### src/rtl/lru_age_table.sv
// True-LRU age store for a WAYS-way, SETS-set cache: registered victim lookup,
// one-hot touch updates, and a self-sequenced initialise/flush walk.
module lru_age_table #(
    parameter int WAYS = 8,
    parameter int SETS = 64,
    parameter int AW   = $clog2(WAYS),
    parameter int SW   = $clog2(SETS)
) (
    input  logic            clk,
    input  logic            rst,
    input  logic            i_flush,
    output logic            o_busy,
    input  logic            i_lkp_valid,
    input  logic [SW-1:0]   i_lkp_set,
    input  logic [WAYS-1:0] i_lkp_valid_ways,
    output logic            o_rsp_valid,
    output logic [WAYS-1:0] o_victim_onehot,
    output logic [AW-1:0]   o_victim_idx,
    input  logic            i_upd_valid,
    input  logic [SW-1:0]   i_upd_set,
    input  logic [WAYS-1:0] i_upd_way,
    output logic            o_upd_err
);

    // state   | meaning
    // ST_INIT | walking sets, writing identity ages; requests dropped
    // ST_RUN  | serving lookups and touch updates
    typedef enum logic {ST_INIT, ST_RUN} state_t;

    state_t             state, state_nxt;
    logic [SW-1:0]      cnt, cnt_nxt;
    logic               walk_we;
    logic [WAYS*AW-1:0] age_mem [SETS];

    logic               run_ok, upd_req, upd_legal, upd_we, lkp_go;
    logic [WAYS*AW-1:0] id_ages, upd_old, upd_ages, lkp_ages;
    logic [AW-1:0]      upd_age;
    logic [WAYS-1:0]    vic_oh;
    logic [AW-1:0]      vic_idx;
    logic               found;

    always_ff @(posedge clk or negedge rst) begin
        if (!rst) begin
            state <= ST_INIT;
            cnt   <= '0;
        end else begin
            state <= state_nxt;
            cnt   <= cnt_nxt;
        end
    end

    always_comb begin
        state_nxt = state;
        cnt_nxt   = cnt;
        if (i_flush) begin
            state_nxt = ST_INIT;
            cnt_nxt   = '0;
        end else if (state == ST_INIT) begin
            if (cnt == SW'(SETS - 1)) begin
                state_nxt = ST_RUN;
                cnt_nxt   = '0;
            end else begin
                cnt_nxt = cnt + SW'(1);
            end
        end
    end

    always_comb begin
        o_busy  = (state == ST_INIT);
        walk_we = (state == ST_INIT) && !i_flush;
    end

    assign run_ok    = (state == ST_RUN) && !i_flush;
    assign upd_req   = run_ok && i_upd_valid;
    assign upd_legal = $onehot(i_upd_way);
    assign upd_we    = upd_req && upd_legal;
    assign lkp_go    = run_ok && i_lkp_valid;

    always_comb begin
        id_ages = '0;
        for (int i = 0; i < WAYS; i++) id_ages[i*AW +: AW] = AW'(i);
    end

    // Touched way becomes MRU; only ways younger than it shift down by one.
    always_comb begin
        upd_old  = age_mem[i_upd_set];
        upd_age  = '0;
        upd_ages = '0;
        for (int i = 0; i < WAYS; i++)
            if (i_upd_way[i]) upd_age = upd_age | upd_old[i*AW +: AW];
        for (int i = 0; i < WAYS; i++) begin
            if (i_upd_way[i])
                upd_ages[i*AW +: AW] = AW'(WAYS - 1);
            else if (upd_old[i*AW +: AW] > upd_age)
                upd_ages[i*AW +: AW] = upd_old[i*AW +: AW] - AW'(1);
            else
                upd_ages[i*AW +: AW] = upd_old[i*AW +: AW];
        end
    end

    // Same-set bypass so a lookup sees the update accepted on the same edge.
    always_comb begin
        if (upd_we && (i_upd_set == i_lkp_set)) lkp_ages = upd_ages;
        else                                    lkp_ages = age_mem[i_lkp_set];
        vic_oh  = '0;
        vic_idx = '0;
        found   = 1'b0;
        for (int i = 0; i < WAYS; i++) begin
            if (!found && !i_lkp_valid_ways[i]) begin
                vic_oh[i] = 1'b1;
                found     = 1'b1;
            end
        end
        if (!found) begin
            for (int i = 0; i < WAYS; i++)
                if (lkp_ages[i*AW +: AW] == '0) vic_oh[i] = 1'b1;
        end
        for (int i = 0; i < WAYS; i++)
            if (vic_oh[i]) vic_idx = vic_idx | AW'(i);
    end

    always_ff @(posedge clk) begin
        if (walk_we)
            age_mem[cnt] <= id_ages;
        else if (upd_we)
            age_mem[i_upd_set] <= upd_ages;
    end

    always_ff @(posedge clk or negedge rst) begin
        if (!rst) begin
            o_rsp_valid     <= 1'b0;
            o_victim_onehot <= '0;
            o_victim_idx    <= '0;
            o_upd_err       <= 1'b0;
        end else begin
            o_rsp_valid <= lkp_go;
            o_upd_err   <= upd_req && !upd_legal;
            if (lkp_go) begin
                o_victim_onehot <= vic_oh;
                o_victim_idx    <= vic_idx;
            end
        end
    end

endmodule

### config.mk
export PLATFORM = sky130hd
export DESIGN_NAME = lru_age_table
export DESIGN_NICKNAME = d
export VERILOG_FILES = /design/src/rtl/lru_age_table.sv
export SDC_FILE = /design/constraint.sdc
export NUM_CORES = 2
export LEC_CHECK = 0
export CORE_MARGIN = 3
export CORE_UTILIZATION = 25
export DETAILED_ROUTE_END_ITERATION = 10
export GPL_TIMING_DRIVEN = 0
export MAX_ROUTING_LAYER = met4
export PLACE_DENSITY = 0.37
export SYNTH_ARGS = -nofsm -noshare
export SYNTH_HDL_FRONTEND = slang
export SYNTH_SLANG_ARGS = --single-unit
### constraint.sdc
create_clock -name clk -period 7.58 [get_ports clk]
set_input_delay 0.758 -clock clk [delete_from_list [all_inputs] [get_ports clk]]
set_output_delay 0.758 -clock clk [all_outputs]
set_load 0.02 [all_outputs]
==> impl_metrics.prom <==
# TYPE chip_impl_metric gauge
chip_impl_metric{name="rrSetupSlack",unit="ns"} 1.59
chip_impl_metric{name="grt_start_max_net_pins",unit=""} 65
chip_impl_metric{name="synth_warnings",unit=""} 0
chip_impl_metric{name="floorplan.rows",unit=""} 192
chip_impl_metric{name="timing.critical_path.required",unit="ns"} 7.96
chip_impl_metric{name="initial_utilization",unit="%"} 25.2
chip_impl_info{name="synth_largest_area_cell",value="edfxtp_1"} 1
chip_impl_metric{name="cts_hold_buf",unit=""} 0
chip_impl_metric{name="vdd_ir_drop_max",unit="µV"} 171
chip_impl_info{name="hold_class",value="in -> reg"} 1
chip_impl_metric{name="placeable_area",unit="mm²"} 0.274
chip_impl_info{name="clock_tree_root_driver_cell",value="clkbuf_16"} 1
chip_impl_metric{name="worst_skew_pair.late_latency",unit="ns"} 0.89
chip_impl_metric{name="clockBufferDepth",unit=""} 4
chip_impl_metric{name="global_route.overflow_total",unit=""} 0
chip_impl_metric{name="ys_ff_latch",unit=""} 1556
chip_impl_metric{name="htreeDepth",unit=""} 4
chip_impl_metric{name="worstPathArrival",unit="ns"} 8.01
chip_impl_metric{name="postSynth.asyncResetShare",unit="%"} 1.29
chip_impl_info{name="path_class",value="in -> reg"} 1
chip_impl_metric{name="post-layout-total-power",unit="mW"} 20.2
chip_impl_metric{name="clock_skew",unit="ns"} 0.0635
chip_impl_info{name="critPathMostFrequentCell",value="buf_4"} 1
chip_impl_info{name="crit_path_start_kind",value="primary input"} 1
chip_impl_metric{name="maxSlewViolCount",unit=""} 79
chip_impl_metric{name="postLayoutCellArea",unit="mm²"} 0.0846
chip_impl_metric{name="post_synth.cell_area_avg",unit="µm²"} 17.7
chip_impl_metric{name="min_delay_path_depth",unit=""} 2
chip_impl_metric{name="critical_path.max_fanout",unit=""} 16
chip_impl_metric{name="power-per-cell-area",unit="mW/mm²"} 239
chip_impl_info{name="status",value="finished, violations left"} 1
chip_impl_metric{name="detailed_place.area",unit="mm²"} 0.0776
chip_impl_metric{name="syn_inst",unit=""} 3914
chip_impl_info{name="synth_ff_type",value="edfxtp_1"} 1
chip_impl_metric{name="grt_first_pass_wirelength",unit="mm"} 502
chip_impl_metric{name="port_buf_inserts",unit=""} 38
chip_impl_metric{name="grt_antenna_before_repair",unit=""} 43
chip_impl_info{name="post_synth_most_frequent_cells",value="edfxtp_1, mux4_2, nor3_1"} 1
chip_impl_metric{name="final_wirelength",unit="mm"} 395
chip_impl_metric{name="hold_viol_final",unit=""} 0
chip_impl_info{name="count_leader_synth",value="edfxtp_1"} 1
chip_impl_metric{name="gp_congestion",unit=""} 0.946
chip_impl_metric{name="max_slew.worst_pin.slew",unit="ns"} 1.63
chip_impl_metric{name="synth_enable_flop_cells",unit=""} 1536
chip_impl_metric{name="drv_cap",unit=""} 9
chip_impl_info{name="timing.critical_path.cells",value="buf_4 > buf_4 > buf_4 > buf_6 > clkbuf_4 > clkbuf_2 > buf_12 > mux4_2 > mux4_2 > a22oi_1 > and4_4 > ha_1 > or3b_2 > and2_1 > mux2_1 > nand2_1 > mux2_4 > nand3_4"} 1
chip_impl_metric{name="first_pass_iters",unit=""} 6
chip_impl_info{name="worst_path_max_delay_cell",value="mux4_2"} 1
chip_impl_info{name="cts_tree",value="done"} 1
chip_impl_metric{name="postRouteAntennaNets",unit=""} 0
chip_impl_metric{name="drt_iter0_markers",unit=""} 8323
chip_impl_info{name="hold-path-endpoint",value="state"} 1
chip_impl_metric{name="place_worst_setup_slack",unit="ns"} -4.54
chip_impl_info{name="crit-reg2reg-launch",value="age_mem[24][19]"} 1
chip_impl_metric{name="non_filler_instance_count_after_layout",unit=""} 8160
chip_impl_metric{name="dp_hpwl",unit="mm"} 273
chip_impl_metric{name="p_leak",unit="nW"} 29.4
chip_impl_metric{name="finalNetCount",unit=""} 4373
chip_impl_metric{name="final_layout_size_suffix_gt1_share",unit="%"} 28.1
chip_impl_metric{name="mappedNetlistArea",unit="mm²"} 0.0691
chip_impl_metric{name="route.detailed.wl_per_inst",unit="µm"} 48.3
chip_impl_info{name="violations",value="capacitance limit, slew limit, setup timing"} 1
chip_impl_metric{name="max_stage_delay",unit="ns"} 0.64
chip_impl_metric{name="area_growth",unit="%"} 22.4
chip_impl_metric{name="drt_drc_violations_left",unit=""} 0
chip_impl_metric{name="numClockSinks",unit=""} 1556
chip_impl_metric{name="length_in_cells_of_the_worst_reg_to_reg_path",unit=""} 13
chip_impl_metric{name="routed-via-count",unit=""} 48600
chip_impl_metric{name="dp_cells",unit=""} 7765
chip_impl_metric{name="synth_sequential_area_ratio",unit="%"} 67.5
chip_impl_info{name="grt_setup_unrepaired",value="false"} 1
chip_impl_metric{name="yosysTopAreaCellShare",unit="%"} 66.7
chip_impl_metric{name="final_period_minus_worst_setup_slack",unit="ns"} 7.63
chip_impl_metric{name="via_count_of_the_first_global_routing_pass",unit=""} 46200
chip_impl_metric{name="slew-limit-headroom",unit="%"} -11.5
chip_impl_metric{name="die_width",unit="µm"} 532
chip_impl_metric{name="final_report_setup_violation_count",unit=""} 32
chip_impl_metric{name="max_clock_freq",unit="GHz"} 0.131
chip_impl_metric{name="floorplan.die_area",unit="mm²"} 0.283
chip_impl_info{name="netlist_top_cells_area",value="edfxtp_1, mux4_2, nor3_1"} 1
chip_impl_metric{name="mappedNetlistNets",unit=""} 3979
chip_impl_metric{name="post-route-worst-setup-slack",unit="ns"} -0.0492
chip_impl_metric{name="route.detailed.vias_per_inst",unit=""} 5.95
chip_impl_metric{name="numCtsBuffers",unit=""} 185
chip_impl_metric{name="share_of_the_clock_period_used_by_the_worst_path_after_layout",unit="%"} 101
chip_impl_info{name="end_kind",value="flop"} 1
chip_impl_metric{name="die_y",unit="µm"} 532
chip_impl_metric{name="grt_util_all_layers",unit="%"} 27.9
chip_impl_info{name="hold_start",value="i_flush"} 1
chip_impl_metric{name="clk_pin_slew",unit="ns"} 0.06
chip_impl_info{name="worstReg2RegEnd",value="age_mem[29][13]"} 1
chip_impl_metric{name="synth_cell_type_count",unit=""} 98
chip_impl_metric{name="boundaryPins",unit=""} 47
## repair_timing
item,in CTS,in global routing
gates cloned,15,0
endpoints found under the setup margin,1547,506
setup buffers,28,2
gates resized for setup,163,36
pin swaps,10,0
## power breakdown
| part | switching (mW) | total [mW] | internal (mW) |
|---|---|---|---|
| clock | 3.83 | 9.02 | 5.18 |
| combinational | 1.36 | 1.88 | 0.519 |
| sequential | 0.0136 | 9.35 | 9.33 |
| total | 5.21 | 20.2 | 15.0 |
## cells in the final DEF, fill, tap and decap left out, types with 37 or more instances in the layout
| master | n |
|---|---|
| nor2_4 | 70 |
| clkbuf_16 | 189 |
| clkbuf_2 | 47 |
| a21oi_1 | 257 |
| nor3_1 | 265 |
| buf_4 | 46 |
| mux2i_1 | 90 |
| edfxtp_1 | 1536 |
| a211oi_1 | 152 |
| buf_2 | 50 |
| nand2_1 | 75 |
| clkinv_1 | 48 |
| nor2_1 | 113 |
| clkdlybuf4s50_1 | 37 |
| clkbuf_1 | 67 |
| nor4_1 | 196 |
| buf_12 | 114 |
| mux4_2 | 488 |
## through the flow
step	setup TNS (ns)	util, %	hold WS (ns)
after floorplan	0	-	0.462
after global placement	-	27.0	0.474
after detailed placement	-6198.13	28.3	0.472
after CTS	0	30.8	0.228
after global routing	0	30.8	0.278
final	-0.978	30.8	0.255
## cell families (layout without fill, tap and decap cells)
logic type	Yosys count	count (layout)	synth area share [%]
DFF	1556	1556	67.5
and+or+nand+nor	830	843	6.15
muxes	609	609	18.0
AOI/OAI and AO/OA	586	587	5.57
buffers and inverters	280	800	1.95
adders and majority gates	32	32	0.623
xor gates and xnor gates	21	21	0.266
other	0	26	0
## registers in the layout, summed over array words and instances, names as in the netlist
| name | cells |
|---|---|
| o_upd_err | 1 |
| o_victim_idx | 3 |
| o_rsp_valid | 1 |
| cnt | 6 |
| state | 1 |
| age_mem | 1536 |
| o_victim_onehot | 8 |
## routing by layer
layer / vias up / track usage (%) / wire [µm]
met1: 26500 / 36.4 / 158000
met2: 3746 / 40.3 / 172000
met3: 816 / 6.93 / 41200
met5: - / - / 0
li1: 17500 / - / -
met4: 0 / 14.4 / 24200
## area by class of cell
type,instances,area [µm²]
Fill cell,26800,190000
Sequential cell,1556,46600
Multi-Input combinational cell,2092,22100
Clock buffer,218,4840
Tap cell,3686,4610
Timing Repair Buffer,196,3410
Buffer,240,1850
Clock inverter,109,1020
Inverter,37,141
Antenna cell,26,65.1
## worst max-delay path, delay by kind of cell
| kind | cells | cell delay (ns) |
|---|---|---|
| adder cells (fa/ha/maj) | 1 | 0.19 |
| AND/OR/NAND/NOR | 5 | 1.52 |
| AO/OA/AOI/OAI | 1 | 0.22 |
| buffers and inverters | 7 | 3.31 |
| multiplexers | 4 | 1.79 |
## worst max path at each step
stage / to / start / slack (ns)
CTS: age_mem[44][20] / i_upd_set[0] / 0.001
finish: age_mem[26][22] / i_upd_set[2] / -0.05
floorplan: age_mem[0][0] / i_upd_set[1] / 0.07
detailed placement: age_mem[28][23] / i_upd_set[1] / -4.54
global placement: age_mem[48][4] / i_upd_set[2] / -9.05
global route: age_mem[59][1] / i_upd_set[1] / 0.02
Note: power is estimated with default switching activity, not from simulation.
==> edit: new RTL, same flow settings <==
`WAYS`: 8 -> 4.
--- a/src/rtl/lru_age_table.sv
+++ b/src/rtl/lru_age_table.sv
@@ -1,7 +1,7 @@
 // True-LRU age store for a WAYS-way, SETS-set cache: registered victim lookup,
 // one-hot touch updates, and a self-sequenced initialise/flush walk.
 module lru_age_table #(
-    parameter int WAYS = 8,
+    parameter int WAYS = 4,
     parameter int SETS = 64,
     parameter int AW   = $clog2(WAYS),
     parameter int SW   = $clog2(SETS)
Ports: changed (resized i_lkp_valid_ways, i_upd_way, o_victim_idx and o_victim_onehot); port bits go from 47 to 34. No check against the original RTL was run, so the function may have changed too.
==> edit against the unedited design <==
  * The flow finishes with violations (max-capacitance violations)
  * Critical path depth fell by 3
  * Sequential cell count decreased by 1029
  * Synthesized cell count decreased by 60%
  * Count of clock-buffer cells in the layout is 153 lower
  * Fmax rose by 7.3%
  * First-iteration DRC count down 76%
  * Power decreased by 68%
  * Design area fell by 66%
  * Sequential power is 66% lower
  * Wire length down 73%
  * Worst setup slack improved by 0.52 ns
  * Core utilization decreased by 1.2 points
  * Global-route usage down 6.7 points
  * Synthesized area down 65%
  * Largest cell class unchanged
  * Largest power group unchanged
  * Highest routed layer unchanged
==> edit: results (changes against the unedited design) <==
- PostCTS Resize Cnt: 0 (-100%)
- Final setup skew: 0.0272 ns (-0.0363 ns)
- Min-delay worst type: reg -> reg
- Synth Instances: 1563 (-60%)
- Starting DRC count in detailed routing: 1978 (-76%)
- Largest regs: age_mem: 512 flops, cnt: 6 flops, o_victim_onehot: 4 flops
- HPWL after DPL: 74000 µm (-73%)
- GP Congestion: 0.905 (-4.3%)
- TritonRoute pass-1 iters: 5 (-1)
- Slew HR: 0.147% (+12 points)
- Pleak: 9.80 nW (-67%)
- Max_cap viols: 2 (-7)
- Post-Place Cells: 2863 (-63%)
- Placed instance area: 26500 µm² (-66%)
- CTS buffer count: 59 (-68%)
- DR vias/cell: 5.46 (-8.3%)
- Leading post-synthesis cells by cell area: edfxtp_1 63%, mux4_2 16%, nor2_1 3.4%
- DR vias: 16238 (-67%)
- Worst slack, placed: -0.673 ns (+3.87 ns)
- Max VDD drop: 0.193 mV (+13%)
- Unique masters post-synth: 76 (-22%)
- Max H-tree Level: 2 (-2)
- CP max FO: 40 (+24)
- Fillers: 9590 (-64%)
- Failing checks: max-capacitance violations
- Initial antenna violation count: 7 (-84%)
- Number of synthesized flops with an enable pin: 512 (-67%)
- Post-CTS Setup Bufs: 0 (-100%)
- First-pass GRT wire length: 143000 µm (-71%)
- Status: complete, but fails checks
- Top post-synthesis cells by count: 512 x edfxtp_1, 218 x nor2_1, 170 x mux4_2
- I/O Buffers: 24 (-37%)
- GR Util All Layers: 21.2% (-6.7 points)
==> edit: cell types whose count changed after synthesis, sizes merged, moves of 73 or more <==
cell / unedited run / this run
edfxtp: 1536 / 512
mux4: 501 / 170
nor4: 196 / 4
a21oi: 262 / 80
nor3: 266 / 99
a211oi: 153 / 17
buf: 148 / 57
mux2i: 92 / 19
==> edit: cells by family after synthesis <==
group | after synthesis | synth area share (%)
flip-flops | 527 | 64.6
AND/OR/NAND/NOR | 477 | 8.87
AO/OA/AOI/OAI | 227 | 6.33
multiplexers | 194 | 16.7
buffers and inverters | 111 | 2.31
XOR/XNOR | 15 | 0.539
adder cells (fa/ha/maj) | 12 | 0.647
==> edit: routing by layer <==
metal | share of wire (%) | wire length (µm) | vias to the layer above | track usage [%]
li1 | - | - | 6505 | -
met1 | 42 | 45200 | 8742 | 28.4
met2 | 46 | 48700 | 821 | 32.3
met3 | 8.1 | 8590 | 170 | 4.17
met4 | 3.7 | 3950 | 0 | 7.33
met5 | 0 | 0 | - | -
==> edit: path summary, 6_finish.rpt <==
check                      slack [ns]                  to  depth (start not counted)
min in group asynchronous        0.56  o_victim_onehot[2]                          1
min reg2reg                      0.48  o_victim_onehot[3]                          1
max in group asynchronous        6.56  o_victim_onehot[1]                          1
max reg2reg                      2.44      age_mem[18][5]                         14
min                              0.48  o_victim_onehot[3]                          1
max                              0.47      age_mem[18][5]                         15
==> edit: worst max-delay path, cell delays in order <==
cell	delay, ns
clkdlybuf4s50_1	0.69
buf_2	0.53
buf_2	0.81
buf_1	0.94
a31oi_1	0.40
a22oi_1	0.31
nand3_1	0.30
a221oi_1	0.67
ha_1	0.36
nor2b_1	0.14
o21ai_0	0.22
nor2_1	0.10
xor2_1	0.14
or3_2	0.70
buf_12	0.29
==> edit: final cells by class <==
type	instances	share of cell area, %
sequential	527	55.4
multi-input combinational	925	28.6
tap	1265	5.56
clock buffer	65	5.34
buffer	91	1.72
timing repair buffer	35	1.65
clock inverter	43	1.49
inverter	19	0.251
antenna	5	0.0440
==> edit: report_power, final <==
group | switching (mW) | internal [mW]
registers | 0.00449 | 3.16
clock network | 1.23 | 1.68
logic | 0.339 | 0.149
